## src/rtl/evr_rx_decoder_if.sv

```systemverilog
// evr_rx_decoder_if: receive word in, decoded event/timing status out; master = transceiver/application side, slave = decoder
interface evr_rx_decoder_if #(
  parameter int TOD_SECONDS_WIDTH = 32
);
  logic [15:0] evrRxData;
  logic [1:0] evrRxCharIsK;
  logic [1:0] evrRxCharErr;
  logic [7:0] evrDistributedBus;
  logic [7:0] evrEventTDATA;
  logic evrEventTVALID;
  logic evrHeartbeatStrobe;
  logic evrHeartbeatTimeout;
  logic evrPPSstrobe;
  logic [TOD_SECONDS_WIDTH-1:0] evrSeconds;
  logic evrSecondsValid;
  logic evrLinkUp;
  logic [15:0] evrRxErrorCount;
  modport master (
    output evrRxData, evrRxCharIsK, evrRxCharErr,
    input evrDistributedBus, evrEventTDATA, evrEventTVALID, evrHeartbeatStrobe, evrHeartbeatTimeout,
    input evrPPSstrobe, evrSeconds, evrSecondsValid, evrLinkUp, evrRxErrorCount
  );
  modport slave (
    input evrRxData, evrRxCharIsK, evrRxCharErr,
    output evrDistributedBus, evrEventTDATA, evrEventTVALID, evrHeartbeatStrobe, evrHeartbeatTimeout,
    output evrPPSstrobe, evrSeconds, evrSecondsValid, evrLinkUp, evrRxErrorCount
  );
endinterface

```

## src/rtl/evr_rx_decoder.sv

```systemverilog
// evr_rx_decoder: event receiver decoder (link status, events, heartbeat, PPS, serial TOD); EVR_RX_ERROR_COUNT_EN enables character error counting/suppression
module evr_rx_decoder #(
  parameter int RXCLK_NOMINAL_FREQUENCY = 125000000,
  parameter int TOD_SECONDS_WIDTH = 32,
  parameter int COMMA_TIMEOUT_CYCLES = 1024,
  parameter int HEARTBEAT_TIMEOUT_CYCLES = 2 * RXCLK_NOMINAL_FREQUENCY
) (
  input logic evrRxClk,
  input logic evrRxReset,
  evr_rx_decoder_if.slave rx
);
  localparam int W = TOD_SECONDS_WIDTH;
  localparam int CW = $clog2(COMMA_TIMEOUT_CYCLES) + 1;
  localparam int HW = $clog2(HEARTBEAT_TIMEOUT_CYCLES) + 1;
  localparam int BW = $clog2(TOD_SECONDS_WIDTH + 1) + 1;
  localparam logic [CW-1:0] COMMA_RELOAD = CW'(COMMA_TIMEOUT_CYCLES - 1);
  localparam logic [HW-1:0] HEARTBEAT_RELOAD = HW'(HEARTBEAT_TIMEOUT_CYCLES - 1);
  localparam logic [BW-1:0] BITS_FULL = BW'(W);
  localparam logic [BW-1:0] BITS_OVER = BW'(W + 1);

  logic [7:0] code;
  logic isK, decodeEn, isComma, isEvent, isShift, isMarker, isBeat;
  logic linkUp, heartbeatTimeout;
  logic [CW-1:0] commaTimer;
  logic [HW-1:0] heartbeatTimer;
  logic [W-1:0] shiftReg;
  logic [BW-1:0] bitCount;
  logic unusedBits;

  assign code = rx.evrRxData[7:0];
  assign isK = rx.evrRxCharIsK[0];
  assign rx.evrLinkUp = linkUp;
  assign rx.evrHeartbeatTimeout = heartbeatTimeout;

`ifdef EVR_RX_ERROR_COUNT_EN
  assign decodeEn = !rx.evrRxCharErr[0];
  assign unusedBits = rx.evrRxCharIsK[1];
`else
  assign decodeEn = 1'b1;
  assign unusedBits = ^{rx.evrRxCharIsK[1], rx.evrRxCharErr};
`endif

  // Classify the low byte; real events only exist while the link is up
  always_comb begin
    isComma = decodeEn && isK && code == 8'hBC;
    isEvent = decodeEn && linkUp && !isK && code != 8'h00;
    isShift = isEvent && code[7:1] == 7'h38;
    isMarker = isEvent && code == 8'h7D;
    isBeat = isEvent && code == 8'h7A;
  end

  // Comma watchdog: each K28.5 restarts the window, expiry drops the link
  always_ff @(posedge evrRxClk or posedge evrRxReset) begin
    if (evrRxReset) begin
      commaTimer <= '0;
      linkUp <= 1'b0;
    end else if (isComma) begin
      commaTimer <= COMMA_RELOAD;
      linkUp <= 1'b1;
    end else if (commaTimer == '0) begin
      linkUp <= 1'b0;
    end else begin
      commaTimer <= commaTimer - 1'b1;
    end
  end

  // Registered bus passthrough and one-cycle event strobes
  always_ff @(posedge evrRxClk or posedge evrRxReset) begin
    if (evrRxReset) begin
      rx.evrDistributedBus <= '0;
      rx.evrEventTDATA <= '0;
      rx.evrEventTVALID <= 1'b0;
      rx.evrHeartbeatStrobe <= 1'b0;
      rx.evrPPSstrobe <= 1'b0;
    end else begin
      rx.evrDistributedBus <= rx.evrRxData[15:8];
      rx.evrEventTDATA <= isEvent ? code : rx.evrEventTDATA;
      rx.evrEventTVALID <= isEvent;
      rx.evrHeartbeatStrobe <= isBeat;
      rx.evrPPSstrobe <= isMarker;
    end
  end

  // Heartbeat watchdog keeps counting even with the link down
  always_ff @(posedge evrRxClk or posedge evrRxReset) begin
    if (evrRxReset) begin
      heartbeatTimer <= '0;
      heartbeatTimeout <= 1'b1;
    end else if (isBeat) begin
      heartbeatTimer <= HEARTBEAT_RELOAD;
      heartbeatTimeout <= 1'b0;
    end else if (heartbeatTimer == '0) begin
      heartbeatTimeout <= 1'b1;
    end else begin
      heartbeatTimer <= heartbeatTimer - 1'b1;
    end
  end

  // Serial TOD: accept the shifted value only when exactly W bits preceded the marker
  always_ff @(posedge evrRxClk or posedge evrRxReset) begin
    if (evrRxReset) begin
      shiftReg <= '0;
      bitCount <= '0;
      rx.evrSeconds <= '0;
      rx.evrSecondsValid <= 1'b0;
    end else if (!linkUp) begin
      bitCount <= '0;
      rx.evrSecondsValid <= 1'b0;
    end else if (isShift) begin
      shiftReg <= {shiftReg[W-2:0], code[0]};
      bitCount <= (bitCount == BITS_OVER) ? bitCount : bitCount + 1'b1;
    end else if (isMarker) begin
      bitCount <= '0;
      rx.evrSeconds <= (bitCount == BITS_FULL) ? shiftReg : rx.evrSeconds;
      rx.evrSecondsValid <= bitCount == BITS_FULL;
    end
  end

`ifdef EVR_RX_ERROR_COUNT_EN
  // Saturating count of cycles that carry any character error
  always_ff @(posedge evrRxClk or posedge evrRxReset) begin
    if (evrRxReset)
      rx.evrRxErrorCount <= '0;
    else if (|rx.evrRxCharErr && rx.evrRxErrorCount != 16'hFFFF)
      rx.evrRxErrorCount <= rx.evrRxErrorCount + 16'd1;
  end
`else
  assign rx.evrRxErrorCount = '0;
`endif
endmodule

```

## src/flat_wrapper.sv

```systemverilog
// flat-port wrapper written by rule: the top's interface ports become plain ports
module evr_rx_decoder_flat 
#(
  parameter int RXCLK_NOMINAL_FREQUENCY = 125000000,
  parameter int TOD_SECONDS_WIDTH = 32,
  parameter int COMMA_TIMEOUT_CYCLES = 1024,
  parameter int HEARTBEAT_TIMEOUT_CYCLES = 2 * RXCLK_NOMINAL_FREQUENCY
)
  (evrRxClk, evrRxReset, rx_evrRxData, rx_evrRxCharIsK, rx_evrRxCharErr, rx_evrDistributedBus, rx_evrEventTDATA, rx_evrEventTVALID, rx_evrHeartbeatStrobe, rx_evrHeartbeatTimeout, rx_evrPPSstrobe, rx_evrSeconds, rx_evrSecondsValid, rx_evrLinkUp, rx_evrRxErrorCount);
  evr_rx_decoder_if #(.TOD_SECONDS_WIDTH(TOD_SECONDS_WIDTH)) rx_i ();
  input logic evrRxClk;
  input logic evrRxReset;
  input wire logic [$bits(rx_i.evrRxData)-1:0] rx_evrRxData;
  input wire logic [$bits(rx_i.evrRxCharIsK)-1:0] rx_evrRxCharIsK;
  input wire logic [$bits(rx_i.evrRxCharErr)-1:0] rx_evrRxCharErr;
  output wire logic [$bits(rx_i.evrDistributedBus)-1:0] rx_evrDistributedBus;
  output wire logic [$bits(rx_i.evrEventTDATA)-1:0] rx_evrEventTDATA;
  output wire logic [$bits(rx_i.evrEventTVALID)-1:0] rx_evrEventTVALID;
  output wire logic [$bits(rx_i.evrHeartbeatStrobe)-1:0] rx_evrHeartbeatStrobe;
  output wire logic [$bits(rx_i.evrHeartbeatTimeout)-1:0] rx_evrHeartbeatTimeout;
  output wire logic [$bits(rx_i.evrPPSstrobe)-1:0] rx_evrPPSstrobe;
  output wire logic [$bits(rx_i.evrSeconds)-1:0] rx_evrSeconds;
  output wire logic [$bits(rx_i.evrSecondsValid)-1:0] rx_evrSecondsValid;
  output wire logic [$bits(rx_i.evrLinkUp)-1:0] rx_evrLinkUp;
  output wire logic [$bits(rx_i.evrRxErrorCount)-1:0] rx_evrRxErrorCount;
  assign rx_i.evrRxData = rx_evrRxData;
  assign rx_i.evrRxCharIsK = rx_evrRxCharIsK;
  assign rx_i.evrRxCharErr = rx_evrRxCharErr;
  assign rx_evrDistributedBus = rx_i.evrDistributedBus;
  assign rx_evrEventTDATA = rx_i.evrEventTDATA;
  assign rx_evrEventTVALID = rx_i.evrEventTVALID;
  assign rx_evrHeartbeatStrobe = rx_i.evrHeartbeatStrobe;
  assign rx_evrHeartbeatTimeout = rx_i.evrHeartbeatTimeout;
  assign rx_evrPPSstrobe = rx_i.evrPPSstrobe;
  assign rx_evrSeconds = rx_i.evrSeconds;
  assign rx_evrSecondsValid = rx_i.evrSecondsValid;
  assign rx_evrLinkUp = rx_i.evrLinkUp;
  assign rx_evrRxErrorCount = rx_i.evrRxErrorCount;
  evr_rx_decoder #(.RXCLK_NOMINAL_FREQUENCY(RXCLK_NOMINAL_FREQUENCY), .TOD_SECONDS_WIDTH(TOD_SECONDS_WIDTH), .COMMA_TIMEOUT_CYCLES(COMMA_TIMEOUT_CYCLES), .HEARTBEAT_TIMEOUT_CYCLES(HEARTBEAT_TIMEOUT_CYCLES)) u_core (.evrRxClk(evrRxClk), .evrRxReset(evrRxReset), .rx(rx_i));
endmodule
```

## config.mk

```make
export PLATFORM = sky130hd
export DESIGN_NAME = evr_rx_decoder_flat
export DESIGN_NICKNAME = d
export VERILOG_FILES = /design/src/rtl/evr_rx_decoder_if.sv /design/src/rtl/evr_rx_decoder.sv /design/src/flat_wrapper.sv
export SDC_FILE = /design/constraint.sdc
export NUM_CORES = 1
export LEC_CHECK = 0
export CAP_MARGIN = 25
export CORE_MARGIN = 3
export CORE_UTILIZATION = 49
export CTS_CLUSTER_DIAMETER = 60
export CTS_CLUSTER_SIZE = 8
export DETAILED_ROUTE_END_ITERATION = 6
export GPL_TIMING_DRIVEN = 0
export PLACE_DENSITY = 0.74
export RECOVER_POWER = 25
export SLEW_MARGIN = 20
export SYNTH_ARGS = -nofsm -noshare
export SYNTH_HDL_FRONTEND = slang
export SYNTH_SLANG_ARGS = --single-unit
```

## constraint.sdc

```tcl
create_clock -name evrRxClk -period 11.15 [get_ports evrRxClk]
set_clock_uncertainty 0.05 [all_clocks]
set_input_delay 2.23 -clock evrRxClk [delete_from_list [all_inputs] [get_ports evrRxClk]]
set_output_delay 2.23 -clock evrRxClk [all_outputs]
set_load 0.03 [all_outputs]
```

Word-level counts from Yosys, hierarchy flattened
Cells that the tools add are included.
Widths: inputs -> output; s select.
{"block": "op_classes", "add_sub_neg": 3, "eq_ne": 12, "mux": 15, "bitwise": 1, "n_reduce_logical": 16}
{"cell": "$mux 29", "n": 2}
{"cell": "$logic_not 29->1", "n": 1}
{"cell": "$sub 29x1->29 const B", "n": 1}
{"cell": "$mux 7", "n": 4}
{"cell": "$mux 11", "n": 2}
{"cell": "$eq 7x6->1 const B", "n": 3}
{"cell": "$eq 8x7->1 const B", "n": 2}
{"cell": "$logic_not 11->1", "n": 1}
{"cell": "$sub 11x1->11 const B", "n": 1}
{"cell": "$eq 8x8->1 const B", "n": 1}
{"cell": "$reduce_bool 8->1", "n": 1}
{"cell": "$add 7x1->7 const B", "n": 1}
{"cell": "$mux 1", "n": 7}
{"cell": "$logic_and 1x1->1", "n": 6}
{"cell": "$ne 2x1->1 const B", "n": 3}
{"cell": "$reduce_and 2->1", "n": 3}
{"cell": "$reduce_and 4->1", "n": 1}
{"cell": "$reduce_bool 2->1", "n": 2}
{"cell": "$ne 3x1->1 const B", "n": 1}
{"cell": "$ne 3x3->1 const B", "n": 1}
{"cell": "$ne 2x2->1 const B", "n": 1}
{"cell": "$logic_not 1->1", "n": 1}
{"cell": "$not 1->1", "n": 1}
{"block": "totals", "reg_bits": 133, "in_bits": 22, "output_inout_bits": 70}

Depth between registers and ports, before layout
{"block": "depth", "word_depth": 7, "mapped_depth": 8}

Worst setup path after synthesis
Ideal clock, no wire load.
{"block": "synth_path", "path_kind": "input -> register", "start": "in rx_evrRxData[7]", "end": "reg u_core.rx.evrSeconds[10]", "setup_ns": 0.125, "arrival_ns": 3.778, "t_required_ns": 10.975, "slack_ns": 7.197, "cell_stages": 7, "path_buffers": 2, "cell_sequence": "and4b_1 nand2_1 nor2_1 and4_1 clkbuf_1 clkbuf_1 mux2_2"}
{"block": "synth_between", "word_cells_on_any_way": 8, "classes_between": "eq/ne: 2; bitwise: 1; reduce/logical: 5"}
{"item": "from (decl)", "line": "flat_wrapper.sv:13", "text": "input wire logic [$bits(rx_i.evrRxData)-1:0] rx_evrRxData;"}
{"item": "$reduce_bool 8->1", "line": "evr_rx_decoder.sv:46", "text": "isEvent = decodeEn && linkUp && !isK && code != 8'h00;"}
{"item": "$logic_and 1x1->1", "line": "evr_rx_decoder.sv:46"}
{"item": "$logic_and 1x1->1 *", "line": "evr_rx_decoder.sv:48", "text": "isMarker = isEvent && code == 8'h7D;"}
{"item": "via u_core.isMarker", "line": "evr_rx_decoder.sv:22", "text": "logic isK, decodeEn, isComma, isEvent, isShift, isMarker, isBeat;"}
{"item": "$reduce_and 4->1 (no source line) *"}
{"item": "to (signal assigned)", "line": "evr_rx_decoder.sv:114", "text": "rx.evrSeconds <= (bitCount == BITS_FULL) ? shiftReg : rx.evrSeconds;"}
{"item": "to (decl)", "line": "evr_rx_decoder_if.sv:26", "text": "output evrPPSstrobe, evrSeconds, evrSecondsValid, evrLinkUp, evrRxErrorCount"}
Mark *: on every way through the listed nets, which the timed path passes. The rest lies on a longest branch.
A chain may end at the register's enable or synchronous reset.

Worst setup path after layout
{"block": "layout_path", "start": "in rx_evrRxData[7]", "end": "reg u_core.rx.evrSeconds[21]"}
The elaborated chain is that of the path after synthesis.

==> metrics.md <==
| Metric | Value |
|---|---|
| Critical path, cell by cell | clkdlybuf4s50_1 > and4b_1 > nand2_1 > nor2_1 > and4_1 > clkbuf_1 > clkbuf_1 > mux2_2 |
| Largest stage delay, worst path | approximately 0.50 ns |
| Hold-fix buffers, CTS | 0 |
| DP Worst Slack | around 6.2 ns |
| Final ANT Viol Nets | 0 |
| Routed len/inst | between 15 and 20 um |
| Setup violators final | 0 |
| Final worst path period share | 40.1% |
| CP arrival | 4.71 ns |
| Count of state elements after synthesis | between 100 and 150 |
| Cell Pwr Density | 172 nW/um^2 |
| Final setup TNS | 0 ns |
| Switching fraction of total power | between 20% and 30% |
| Core ar. | between 10,000 and 15,000 sq um |
| Vias after detailed routing | 4,486 |
| CP Launch Type | input port |
| Final WS setup | 6.68 ns |
| Ant diodes | 0 |
| Final Util | 64.7% |
| RSZ-0062 raised after global routing | false |
| Vias per inst | 5.46 |
| Total Routing Usage GR | around 20% |
| Final nets | 694 |
| Status | complete, but fails checks |
| Most frequent cells in the layout | nand2_1, dfrtp_1, clkdlybuf4s50_1 |
| First-pass GRT wire length | about 22,000 um |
| Slew HR | -63.4% |
| Die Span Y | roughly 120 um |
| Initial core utilization | between 50% and 60% |
| Pleak | approximately 3.3 nW |
| Minimum clock period | around 4.5 ns |
| Power, Total | 1.28 mW |
| CTS clk-pin slew, worst paths | about 0.060 ns |
| Gate Count Post-Synth | 558 |
| DRT Pass-1 Iters | 5 |
| Grt ovf | 0 |
| Setup crit end kind | register |
| CTS tree | yes |
| Hold WS | between 0.4 and 0.5 ns |
| Syn Std Cell Area | 5840 sq um |
| Clk pwr share | between 40% and 50% |
| Worst vdd ir | 0.140 mV |
| Synthesis Warnings | 0 |
| Vias in the first global route | between 4,000 and 5,000 |
| Setup Buffers After CTS | 0 |
| # rows | 39 |
| CP Data Required Time | between 10 and 15 ns |
| Endpoints failing hold | 0 |
| Logic gate share of total power | between 10% and 20% |
| Slew Limit Fails | between 50 and 60 |
| Sequential share of power | 42.5% |
| Critical Path Fanout Max | 10 |
| Worst min path class | register to register |
| Crit-path leading delay family | buffers and inverters |
| Fmax | between 0.2 and 0.25 GHz |
| Post-synth EDFFs | 0 |
| H-tree levels | 4 |
| Die area | ~13,000 sq um |
| Worst-Margin Slew | 2.44 ns |
| Die Wd | between 100 and 150 um |
| Layout cell share with drive strength beyond 1 | 13.9% |
| Count of input and output buffers | just over 70 |
| CP bufs+invs | 3 |
| Failing checks | max-capacitance violations, max-slew violations |
| Largest net degree at the start of global routing | 80 |
| Iter 0 DRT Violations | around 320 |
| Clk_lat worst skew | 0.42 ns |
| # DRC | 0 |
| GP Congestion | between 0.8 and 0.9 |
| Pint | 0.958 mW |
| Net switching power | ~0.33 mW |
| Synth Area per Inst | 10.5 sq um |
| Initial antenna violation count | 0 |
| Inserted Clock Buffers | 17 |
| Routed WL | around 13,000 um |
| # IOs | approximately 90 |
| Slowest CP cell | clkdlybuf4s50_1 |
| Post-synth cell types | between 50 and 60 |
| Cell area after layout | 7450 sq um |
| Cts repair resizes | 0 |
| Post-DP Area | roughly 6800 sq um |
| Post-DP HPWL | approximately 8500 um |
| Crit Path Category | input port to register |
| Layout Area Growth over Synthesis | 27.5% |
| Clk sinks | roughly 130 |
| Final Non-Filler Cells | 821 |
| Most Frequent Cell on Critical Path | clkbuf_1 |
| Async SR Flop Fraction | between 90% and 100% |
| Max-cap viol count | 1 |
| Share of the yosys chip area belonging to registers | between 50% and 60% |
| Clock Path Buffers | 2 |
| Top FF cell, synth | dfrtp_1 |
| Root Driver | clkbuf_16 |
| Dpl cells | 789 |
==> cell families after synthesis <==
kind of cell	Yosys count	share of synthesized area, %
AOI/OAI and AO/OA	56	5.70
xor gates and xnor gates	16	2.40
adders and majority gates	7	1.50
buffers and inverters	53	4.45
DFF	133	57.0
muxes	40	7.69
other	1	0.0642
and+or+nand+nor	252	21.2
==> area by class of cell <==
cell class / instances / area (sq um)
flip-flops and latches: 133 / 3330
well taps: 143 / 179
clock inverters: 12 / 178
plain buffers: 39 / 208
multi-input cells: 387 / 2310
fillers: 906 / 4070
clock buffers: 20 / 447
inverters: 14 / 53.8
repair buffers: 73 / 748
==> power groups by stage <==
stage	combinational, mW	sequential, mW	clock, mW
CTS	0.154	0.546	0.594
floorplan	0.0988	0.556	0
global route	0.170	0.551	0.618
detailed placement	0.151	0.552	0
finish	0.152	0.546	0.586
global placement	0.143	0.550	0
==> cells in the mapped netlist, types with 2 or more instances <==
master / number / area [sq um]
o211ai_1: 2 / 15.0
buf_1: 4 / 15.0
buf_4: 16 / 120
o31ai_1: 6 / 45.0
and4_1: 5 / 43.8
clkbuf_1: 18 / 67.6
nand3_1: 13 / 65.1
inv_1: 14 / 52.6
nor3_1: 14 / 70.1
nand2_1: 132 / 495
nand4b_1: 5 / 43.8
nand2b_1: 2 / 12.5
xor2_1: 12 / 105
or3_1: 5 / 31.3
o21ai_0: 21 / 105
nor2_1: 25 / 93.8
nor4_1: 7 / 43.8
xnor2_1: 4 / 35.0
nor4b_1: 4 / 35.0
mux2_2: 39 / 439
ha_1: 7 / 87.6
a31oi_1: 3 / 18.8
or4_4: 2 / 22.5
dfrtp_1: 132 / 3300
o41ai_1: 3 / 26.3
a21oi_1: 12 / 60.1
and3_1: 9 / 56.3
nor3b_1: 3 / 22.5
or4_1: 10 / 75.1
nor4bb_1: 2 / 20.0
o21ai_1: 3 / 15.0
nand4_1: 5 / 31.3
==> state kept, by name, summed over array words and instances (netlist names) <==
signal                         count
u_core.rx.evrDistributedBus        8
u_core.rx.evrEventTDATA            8
u_core.shiftReg                   32
u_core.rx.evrPPSstrobe             1
u_core.rx.evrSecondsValid          1
u_core.rx.evrSeconds              32
u_core.commaTimer                 11
u_core.bitCount                    7
u_core.rx.evrHeartbeatStrobe       1
u_core.heartbeatTimer             29
u_core.rx.evrHeartbeatTimeout      1
u_core.rx.evrEventTVALID           1
u_core.rx.evrLinkUp                1
==> final timing paths <==
| kind | from | end | slack [ns] | cells after the start |
|---|---|---|---|---|
| min in group asynchronous | evrRxReset | u_core.rx.evrSeconds[29]$_DFFE_PP0P_ | 2.90 | 2 |
| worst max register to register | u_core.heartbeatTimer[22]$_DFFE_PP0P_ | u_core.heartbeatTimer[27]$_DFFE_PP0P_ | 8.11 | 5 |
| worst max-delay path | rx_evrRxData[7] | u_core.rx.evrSeconds[21]$_DFFE_PP0P_ | 6.68 | 8 |
| max in group asynchronous | evrRxReset | u_core.rx.evrHeartbeatTimeout$_DFFE_PP1P_ | 6.96 | 3 |
| worst min-delay path | u_core.shiftReg[14]$_DFFE_PP0P_ | u_core.shiftReg[15]$_DFFE_PP0P_ | 0.44 | 2 |
| worst min register to register | u_core.shiftReg[14]$_DFFE_PP0P_ | u_core.shiftReg[15]$_DFFE_PP0P_ | 0.44 | 2 |
==> routing by layer <==
metal | global-route usage, % | routed length (um)
met1 | 25.0 | 5380
met2 | 33.6 | 6360
met3 | 8.00 | 961
met4 | 7.04 | 215
met5 | 0 | 0
==> tightest hold or removal path, stage by stage (launching register included) <==
cell	delay [ns]
dfrtp_1	0.36
nand2_1	0.05
nand2_1	0.05
Power figures use the tool's default switching activity.
